$ cat src/rtl/eth_header_tx.sv
// eth_header_tx: GMII transmit framer.
// Sends preamble, SFD, destination MAC, source MAC and EtherType, then
// forwards payload bytes over valid/ready and holds the inter-frame gap.
// No FCS is generated here. GMII outputs are registered.
// Optional feature macro: ETH_TX_PAD_EN (pads short payloads with 0x00 up to
// MIN_PAYLOAD bytes).
module eth_header_tx #(
    parameter int PREAMBLE_LEN = 7,
    parameter int IFG_LEN      = 12,
    parameter int MAX_PAYLOAD  = 1500,
    parameter int MIN_PAYLOAD  = 46
) (
    input  logic        mac_gmii_tx_clk,
    input  logic        mac_gmii_tx_rstn,
    input  logic        tx_start,
    input  logic        tx_eth_type_arp,
    input  logic [47:0] mac_d_addr,
    input  logic [47:0] mac_s_addr,
    input  logic [7:0]  payload_data,
    input  logic        payload_valid,
    input  logic        payload_last,
    output logic        payload_ready,
    output logic        tx_busy,
    output logic        tx_abort,
    output logic [7:0]  mac_gmii_txd,
    output logic        mac_gmii_tx_en,
    output logic        mac_gmii_tx_er
);

    typedef enum logic [3:0] {
        ST_IDLE,
        ST_PREAMBLE,
        ST_SFD,
        ST_MAC_DST,
        ST_MAC_SRC,
        ST_ETH_TYPE,
        ST_PAYLOAD,
        ST_IFG
`ifdef ETH_TX_PAD_EN
        , ST_PAD
`endif
    } state_t;

    // The IDLE cycle that accepts tx_start already drives the first 0x55,
    // so the PREAMBLE state covers only the remaining PREAMBLE_LEN-1 bytes.
    localparam logic [10:0] PRE_LAST = 11'(PREAMBLE_LEN > 1 ? PREAMBLE_LEN - 2 : 0);
    localparam logic [10:0] IFG_LAST = 11'(IFG_LEN - 1);
    localparam logic [10:0] MAX_CNT  = 11'(MAX_PAYLOAD);
`ifdef ETH_TX_PAD_EN
    localparam logic [10:0] MIN_CNT  = 11'(MIN_PAYLOAD);
`endif

    // Reject configurations the 11-bit counter or the framing cannot honour.
    if (PREAMBLE_LEN < 1 || PREAMBLE_LEN > 7 || IFG_LEN < 1 || IFG_LEN > 15 ||
        MAX_PAYLOAD < 1 || MAX_PAYLOAD > 2047 || MIN_PAYLOAD > MAX_PAYLOAD) begin : g_bad_cfg
        $error("eth_header_tx: parameter out of legal range");
    end

    state_t      state_q, state_d;
    logic [10:0] cnt_q, cnt_d;
    logic [47:0] d_addr_q, s_addr_q;
    logic        arp_q;
    logic        latch_en;
    logic [7:0]  txd_q, txd_d;
    logic        tx_en_q, tx_en_d;
    logic        tx_er_q, tx_er_d;
    logic        abort_q, abort_d;

    // Byte views of the latched addresses, most significant byte first.
    logic [7:0] d_byte [8];
    logic [7:0] s_byte [8];
    for (genvar gi = 0; gi < 8; gi++) begin : g_addr_bytes
        if (gi < 6) begin : g_used
            assign d_byte[gi] = d_addr_q[47 - 8*gi -: 8];
            assign s_byte[gi] = s_addr_q[47 - 8*gi -: 8];
        end else begin : g_unused
            assign d_byte[gi] = 8'h00;
            assign s_byte[gi] = 8'h00;
        end
    end

    // The payload counter saturates the frame at MAX_PAYLOAD by withholding ready.
    assign payload_ready = (state_q == ST_PAYLOAD) && (cnt_q != MAX_CNT);
    assign tx_busy       = (state_q != ST_IDLE);

    // Next-state and next-output logic; each state decides the byte driven next cycle.
    always_comb begin
        state_d  = state_q;
        cnt_d    = cnt_q;
        txd_d    = 8'h00;
        tx_en_d  = 1'b0;
        tx_er_d  = 1'b0;
        abort_d  = 1'b0;
        latch_en = 1'b0;
        case (state_q)
            ST_IDLE: begin
                if (tx_start) begin
                    latch_en = 1'b1;
                    txd_d    = 8'h55;
                    tx_en_d  = 1'b1;
                    cnt_d    = 11'd0;
                    state_d  = (PREAMBLE_LEN > 1) ? ST_PREAMBLE : ST_SFD;
                end
            end
            ST_PREAMBLE: begin
                txd_d   = 8'h55;
                tx_en_d = 1'b1;
                cnt_d   = cnt_q + 11'd1;
                if (cnt_q == PRE_LAST) begin
                    state_d = ST_SFD;
                    cnt_d   = 11'd0;
                end
            end
            ST_SFD: begin
                txd_d   = 8'hD5;
                tx_en_d = 1'b1;
                state_d = ST_MAC_DST;
                cnt_d   = 11'd0;
            end
            ST_MAC_DST: begin
                txd_d   = d_byte[cnt_q[2:0]];
                tx_en_d = 1'b1;
                cnt_d   = cnt_q + 11'd1;
                if (cnt_q == 11'd5) begin
                    state_d = ST_MAC_SRC;
                    cnt_d   = 11'd0;
                end
            end
            ST_MAC_SRC: begin
                txd_d   = s_byte[cnt_q[2:0]];
                tx_en_d = 1'b1;
                cnt_d   = cnt_q + 11'd1;
                if (cnt_q == 11'd5) begin
                    state_d = ST_ETH_TYPE;
                    cnt_d   = 11'd0;
                end
            end
            ST_ETH_TYPE: begin
                txd_d   = cnt_q[0] ? (arp_q ? 8'h06 : 8'h00) : 8'h08;
                tx_en_d = 1'b1;
                cnt_d   = cnt_q + 11'd1;
                if (cnt_q == 11'd1) begin
                    state_d = ST_PAYLOAD;
                    cnt_d   = 11'd0;
                end
            end
            ST_PAYLOAD: begin
                tx_en_d = 1'b1;
                if (payload_ready && payload_valid) begin
                    txd_d = payload_data;
                    cnt_d = cnt_q + 11'd1;
                    if (payload_last) begin
                        state_d = ST_IFG;
                        cnt_d   = 11'd0;
`ifdef ETH_TX_PAD_EN
                        // Short frame: keep the running byte count for PAD.
                        if ((cnt_q + 11'd1) < MIN_CNT) begin
                            state_d = ST_PAD;
                            cnt_d   = cnt_q + 11'd1;
                        end
`endif
                    end
                end else begin
                    // Underrun or oversize: one error byte, then the gap.
                    tx_er_d = 1'b1;
                    abort_d = 1'b1;
                    state_d = ST_IFG;
                    cnt_d   = 11'd0;
                end
            end
`ifdef ETH_TX_PAD_EN
            ST_PAD: begin
                tx_en_d = 1'b1;
                cnt_d   = cnt_q + 11'd1;
                if (cnt_q == MIN_CNT - 11'd1) begin
                    state_d = ST_IFG;
                    cnt_d   = 11'd0;
                end
            end
`endif
            ST_IFG: begin
                cnt_d = cnt_q + 11'd1;
                if (cnt_q == IFG_LAST) begin
                    state_d = ST_IDLE;
                    cnt_d   = 11'd0;
                end
            end
            default: begin
                state_d = ST_IDLE;
                cnt_d   = 11'd0;
            end
        endcase
    end

    // State, counter and registered GMII outputs.
    always_ff @(posedge mac_gmii_tx_clk) begin
        if (!mac_gmii_tx_rstn) begin
            state_q <= ST_IDLE;
            cnt_q   <= 11'd0;
            txd_q   <= 8'h00;
            tx_en_q <= 1'b0;
            tx_er_q <= 1'b0;
            abort_q <= 1'b0;
        end else begin
            state_q <= state_d;
            cnt_q   <= cnt_d;
            txd_q   <= txd_d;
            tx_en_q <= tx_en_d;
            tx_er_q <= tx_er_d;
            abort_q <= abort_d;
        end
    end

    // Frame parameters captured on an accepted tx_start and held for the frame.
    always_ff @(posedge mac_gmii_tx_clk) begin
        if (!mac_gmii_tx_rstn) begin
            d_addr_q <= 48'd0;
            s_addr_q <= 48'd0;
            arp_q    <= 1'b0;
        end else if (latch_en) begin
            d_addr_q <= mac_d_addr;
            s_addr_q <= mac_s_addr;
            arp_q    <= tx_eth_type_arp;
        end
    end

    assign mac_gmii_txd   = txd_q;
    assign mac_gmii_tx_en = tx_en_q;
    assign mac_gmii_tx_er = tx_er_q;
    assign tx_abort       = abort_q;

endmodule

$ cat config.mk
export PLATFORM = sky130hd
export DESIGN_NAME = eth_header_tx
export DESIGN_NICKNAME = d
export VERILOG_FILES = /design/src/rtl/eth_header_tx.sv
export SDC_FILE = /design/constraint.sdc
export NUM_CORES = 1
export LEC_CHECK = 0
export CORE_UTILIZATION = 45
export CTS_CLUSTER_DIAMETER = 120
export DETAILED_ROUTE_END_ITERATION = 10
export DONT_BUFFER_PORTS = 1
export PLACE_DENSITY = 0.64
export SLEW_MARGIN = 40
export SYNTH_ARGS = -nofsm -noshare
export SYNTH_HDL_FRONTEND = slang
export SYNTH_SLANG_ARGS = --single-unit
$ cat constraint.sdc
create_clock -name mac_gmii_tx_clk -period 5.95 [get_ports mac_gmii_tx_clk]
set_clock_uncertainty 0.05 [all_clocks]
set_input_delay 0.595 -clock mac_gmii_tx_clk [delete_from_list [all_inputs] [get_ports mac_gmii_tx_clk]]
set_output_delay 0.595 -clock mac_gmii_tx_clk [all_outputs]
set_load 0.05 [all_outputs]
* Word-level counts from Yosys, hierarchy flattened
Index checks and enable logic that the tools add are counted.
** Storage, ports and cells
- Register bits after elaboration :: 122
- Input port bits :: 110
- Output and inout port bits :: 13
** Cells by class
- Add/subtract/negate cells :: 1
- Order comparisons :: 1
- Equal/unequal tests :: 18
- Multiplexer cells :: 31
- Bitwise gates (word level) :: 1
- Reductions and logical operators :: 8
** Operator list (number)
- 11-bit 2-to-1 mux :: 6
- 8-bit case mux with 7 select lines :: 1
- 11-bit case mux with 5 select lines :: 1
- 8-bit binary-select mux with 3-bit select :: 2
- 8-bit 2-to-1 mux :: 5
- 4-bit 2-to-1 mux :: 9
- 4-bit case mux with 8 select lines :: 1
- 4-bit by 3-bit equality test with 1-bit output, second input constant :: 4
- 2-bit inequality test, second input constant :: 6
- 11-bit by 1-bit adder with 11-bit output, second input constant :: 1
- 11-bit by 1-bit equality test with 1-bit output, second input constant :: 1
- 11-bit by 3-bit equality test with 1-bit output, second input constant :: 1
- 11-bit by 4-bit equality test with 1-bit output, second input constant :: 1
- 11-bit inequality test, second input constant :: 1
- 4-bit by 2-bit equality test with 1-bit output, second input constant :: 2
- 7-bit 2-to-1 mux :: 1
- 7-bit AND reduction :: 1
- 6-bit OR reduction :: 1
- 4-bit by 1-bit equality test with 1-bit output, second input constant :: 1
- 4-bit >= comparator, second input constant :: 1
- 4-bit logical NOT :: 1
- 3-bit inverter with 4-bit output :: 1
- 4-bit nonzero test :: 1
- 1-bit 2-to-1 mux :: 3
- other kinds (6) :: 7

* Depth between registers and ports, before layout
- Depth in word-level cells :: 5
- Depth in mapped cells :: 11
- Depth with buffers taken out :: 8

* Least setup slack after synthesis
No wires, ideal clock.
- Kind :: register to register
- Start :: register cnt_q[0]
- End :: register cnt_q[7]
- Setup time :: 0.120 ns
- Arrival :: 2.259 ns
- Setup slack :: 3.521 ns
- Cell stages (with the launch flop) :: 12
- Buffers on the path :: 3
- Cell sequence :: dfxtp_1 buf_2 inv_1 ha_1 nand3_1 o311a_1 buf_6 a32o_1 o21ai_1 buf_2 nor2_1 a211o_1
** Between the ends
- Cells in the longest elaborated chain, start to end :: 5
- Elaborated cells on any way between the ends :: 13
- Classes of those cells :: add/sub (1); eq/ne (4); mux (6); reduce/logical (2)
** RTL lines
- start, declared :: line 60 : logic [10:0] cnt_q, cnt_d;
- start signal, assigned :: line 206 : cnt_q <= cnt_d;
- branches (longest 4 deep; another with 11-bit by 1-bit adder with 11-bit output)
- 11-bit case mux with 5 select lines * :: line 95 : case (state_q)
Mark *: on every way between the ends.
A chain may end at the register's enable or synchronous reset.

* Worst setup path in the final report
- Start :: register state_q[0]
- End :: register cnt_q[8]
** Between the ends
- Cells in the longest elaborated chain, start to end :: 5
- Elaborated cells on any way between the ends :: 13
- Classes of those cells :: eq/ne (7); mux (2); reduce/logical (4)
** RTL lines
- start, declared :: line 59 : state_t state_q, state_d;
- start signal, assigned :: line 205 : state_q <= state_d;
- 4-bit by 3-bit equality test with 1-bit output :: line 83, 95
- 1-bit logical AND :: line 83 : assign payload_ready = (state_q == ST_PAYLOAD) && (cnt_q != MAX_CNT);
- 1-bit logical AND :: line 149 : if (payload_ready && payload_valid) begin
- 11-bit 2-to-1 mux :: line 149
- 11-bit case mux with 5 select lines :: line 95
Several ways; a longest one is shown, not always the timed one.

==> qor.log <==
INFO  synthesis      syn-cell-area=0.00558mm2
INFO  setup_path     cp_common_cell=sky130_fd_sc_hd__nor2_1
INFO  floorplanning  die_area=0.0128mm2
INFO  drt            drt_pre_antenna_iters=5
INFO  synthesis      yosys.area.top_type=sky130_fd_sc_hd__dfxtp_1
INFO  setup_path     critical_path_required=6180ps
INFO  floorplanning  floorplan.core_area=0.0121mm2
INFO  drt            remaining_drc_errors=0
INFO  placed_design  finalWeightedCongestion=0.813
INFO  drt            wire_per_inst=16.1um
INFO  setup_path     worstPathMaxFanout=19
INFO  setup_path     timing.critical_path.cells=or2_2 > nor2_1 > inv_1 > nor2_1 > and2_1 > nand2_1 > o311ai_0
INFO  layout         area.growth.synth_to_final=11.8%
INFO  synthesis      proportion_of_register_bits_with_asynchronous_set_or_reset_after_synthesis=0%
INFO  floorplanning  floorplan.io_pins=123
INFO  sta            unrepaired_setup_endpoints_after_global_routing=no
INFO  flow_run       max-cap-violations=0
INFO  sta            hold_viol=0
INFO  pwr            power_density_relative_to_cell_area=450mW/mm2
INFO  pwr            total_power=0.00281W
INFO  global_route   grtUsageTotal=21.3%
INFO  floorplanning  std_cell_rows=40
INFO  sta            max_freq=350MHz
INFO  global_route   grt_start_max_net_pins=111
INFO  clock_tree     clk_latency=410ps
INFO  hold_path      timing.hold.worst.class=input pin to flip-flop
INFO  synthesis      yosys.cell_types.count=48
INFO  setup_path     element_type_at_the_critical_path_end=flip-flop
INFO  floorplanning  chipWidth=113um
INFO  setup_path     setup.worst_path.start_class=flip-flop
INFO  synthesis      synth.ff_latch_count=121
INFO  placed_design  port_buffers=0
INFO  placed_design  hpwl=8.91mm
INFO  setup_path     worst_r2r_path_depth=7
INFO  pwr            vdd.ir_drop.worst=0.261mV
INFO  clock_tree     cts_num_sinks=121
INFO  clock_tree     postCtsHoldBufs=0
INFO  layout         instances_no_fill=807
INFO  setup_path     crit-reg2reg-launch=state_q[0]
INFO  setup_path     worstReg2RegEnd=cnt_q[8]
INFO  synthesis      yosysTopAreaCellShare=43.4%
INFO  global_route   overflow=0
INFO  run_status     run_status=completed
INFO  synthesis      synth_area_per_cell=8.49um2
INFO  layout         finish.utilization=51.7%
INFO  sta            worstMarginPinSlew=581ps
INFO  setup_path     cpPeakStageDelay=490ps
INFO  hold_path      end_point_of_the_most_critical_hold_path=d_addr_q[34]
INFO  pwr            p_leak=2.17nW
INFO  sta            max-slew-margin-rel=61.3%
INFO  sta            finalSetupViolations=0
INFO  drt            route.vias.total=4,314
INFO  synthesis      postSynthNetCount=770
INFO  floorplanning  die_height=113um
INFO  synthesis      yosys_most_used_dff=sky130_fd_sc_hd__dfxtp_1
INFO  synthesis      synth_edf_count=0
INFO  setup_path     worst_path_dominant_cell_family=simple AND/OR/NAND/NOR gates
INFO  drt            detail_route.wirelength=13.0mm
INFO  clock_tree     clock_tree.buffer_depth=2
INFO  drt            via_per_inst=5.35
INFO  layout         n_antenna_cell=0
INFO  synthesis      yosys_warnings=0
INFO  clock_tree     cts-resized-gates=0
INFO  sta            final-max-slew-violation-count=0
INFO  clock_tree     clockRootBuffer=sky130_fd_sc_hd__clkbuf_16
INFO  synthesis      netlist_top_cells_area=sky130_fd_sc_hd__dfxtp_1 43%, sky130_fd_sc_hd__nand2_1 15%, sky130_fd_sc_hd__a21boi_0 13%
INFO  clock_tree     clkSlewWorstSetupHoldPaths=50ps
INFO  clock_tree     cts_tree=built
INFO  setup_path     worst-endpoint-arrival=3090ps
INFO  floorplanning  starting_density=46.2%
INFO  setup_path     cp_num_buf_inv=1
INFO  layout         num-fill-cells=1,147
INFO  layout         drive_above_1_share=9.08%
INFO  synthesis      synthesis.instances=657
INFO  synthesis      ys_seq_area_share=43.4%
INFO  drt            drt_first_iter_violations=282
INFO  sta            setup_total_negative_slack=0ps
INFO  hold_path      min_delay_path_depth=2
INFO  setup_path     worst_path_max_delay_cell=sky130_fd_sc_hd__nor2_1
INFO  setup_path     setup_slack_of_the_most_critical_reg_to_reg_path=3090ps
INFO  global_route   grt_first_pass_wirelength=20.9mm
INFO  placed_design  numPlacedInstances=775
INFO  global_route   antenna_found_initial=0
INFO  sta            fin_crit=2860ps
INFO  global_route   first_global_vias=4,115
INFO  hold_path      source_of_the_worst_hold_timing_path=mac_d_addr[34]
INFO  layout         num-nets-final=740
INFO  setup_path     path_class=flip-flop to flip-flop
INFO  sta            fin_crit_sh=48.1%
INFO  clock_tree     clock_tree.htree_level_count=4
INFO  clock_tree     cts_made_buffers=17
INFO  drt            antenna_left=0
INFO  clock_tree     post-cts-setup-buffer-count=0
==> flip-flops by register name (all words and copies together) (netlist names) <==
register / cells
d_addr_q: 48
s_addr_q: 48
cnt_q: 11
mac_gmii_txd: 8
state_q: 3
arp_q: 1
mac_gmii_tx_en: 1
tx_abort: 1
==> cells by family after synthesis <==
kind of cell | share of synthesized area (%)
xor gates and xnor gates | 0.628
muxes | 9.34
AOI/OAI and AO/OA | 20.7
adders and majority gates | 0.673
DFF | 43.4
buffers and inverters | 4.26
and+or+nand+nor | 21.0
==> cell usage in the layout, fill, tap and decap left out, types with 2 or more instances in the layout <==
cell	instances
sky130_fd_sc_hd__o21ai_0	13
sky130_fd_sc_hd__or2_2	3
sky130_fd_sc_hd__a21oi_1	18
sky130_fd_sc_hd__nand2b_1	2
sky130_fd_sc_hd__xor2_1	3
sky130_fd_sc_hd__clkinv_2	3
sky130_fd_sc_hd__nor3b_1	3
sky130_fd_sc_hd__clkbuf_16	17
sky130_fd_sc_hd__and3b_1	2
sky130_fd_sc_hd__o311ai_0	3
sky130_fd_sc_hd__mux2i_1	16
sky130_fd_sc_hd__nor3_1	5
sky130_fd_sc_hd__and2_1	4
sky130_fd_sc_hd__inv_1	4
sky130_fd_sc_hd__or3_1	4
sky130_fd_sc_hd__mux4_2	16
sky130_fd_sc_hd__a22oi_1	3
sky130_fd_sc_hd__nand4_1	4
sky130_fd_sc_hd__o311a_1	2
sky130_fd_sc_hd__or3b_2	2
sky130_fd_sc_hd__o2bb2ai_1	7
sky130_fd_sc_hd__bufinv_16	3
sky130_fd_sc_hd__clkbuf_8	5
sky130_fd_sc_hd__nor2_1	13
sky130_fd_sc_hd__dfxtp_1	118
sky130_fd_sc_hd__dfxtp_2	3
sky130_fd_sc_hd__nand3_1	6
sky130_fd_sc_hd__nand2_1	223
sky130_fd_sc_hd__a21boi_0	98
sky130_fd_sc_hd__nor2b_1	5
sky130_fd_sc_hd__ha_1	3
sky130_fd_sc_hd__o32a_1	2
sky130_fd_sc_hd__a32oi_1	3
sky130_fd_sc_hd__a211o_1	2
sky130_fd_sc_hd__clkbuf_1	2
==> Yosys cell counts (all sizes together) (2+ instances only) <==
cell and instances:
o32a 2, or3b 2, nor2b 5, o311a 2, dfxtp 121, ha 3, or3 4, nor3b 3
a32oi 3, o21ai 14, buf 12, a21boi 99, nand3 6, xor2 3, nand2b 2, and3b 2
nor2 13, clkbuf 39, o311ai 3, nand4 4, a22oi 3, and2 5, or2 4, mux2i 16
o2bb2ai 7, a21oi 18, inv 4, nand2 224, mux4 16, nor3 5, a211o 2
==> worst max path at each step <==
stage                     from  endpoint  slack [ps]  depth (start not counted)
global route        state_q[0]  cnt_q[8]        2780                          7
detailed placement    cnt_q[1]  cnt_q[5]        2970                          8
CTS                   cnt_q[1]  cnt_q[5]        2950                          8
global placement      cnt_q[1]  cnt_q[7]        2840                          8
finish              state_q[0]  cnt_q[8]        3090                          7
floorplan             cnt_q[0]  cnt_q[7]        3520                         11
==> through the flow <==
| step | hold WS [ps] | worst slack [ps] | instance area [um2] |
|---|---|---|---|
| 3_5_place_dp | 405 | 2970 | 5600 |
| 3_3_place_gp | 397 | 2840 | 5590 |
| 5_1_grt | 257 | 2780 | 6240 |
| 6_report | 277 | 3090 | 6240 |
| 2_1_floorplan | 390 | 3520 | 5580 |
| 4_1_cts | 264 | 2950 | 6210 |
==> worst register-to-register path, delay by kind of cell, from the launching register on <==
kind / cells / cell delay (ps)
compound gates: 1 / 100
flops: 1 / 470
buf+inv: 1 / 370
simple gates: 5 / 1750
==> power by group <==
part | leakage [nW] | switching [W] | total [W] | internal [W]
clock network | 0.306 | 0.000345 | 0.00106 | 0.000710
logic | 0.869 | 0.000413 | 0.000663 | 0.000250
registers | 0.993 | 0.000139 | 0.00109 | 0.000951
==> layer usage <==
layer	track usage, %	share of wire, %
met2	32.9	46
met1	28.2	47
met4	7.63	1.1
met5	0	0
met3	6.64	5.7
==> layout make-up <==
type	instances	area (um2)	area share (%)
flip-flops and latches	121	2430	38.9
clock inverters	7	114	1.83
well taps	168	210	3.37
inverters	5	18.8	0.301
multi-input cells	480	2940	47.1
clock buffers	24	502	8.05
repair buffers	2	27.5	0.441
No activity file was read; power rests on OpenSTA's default activity.
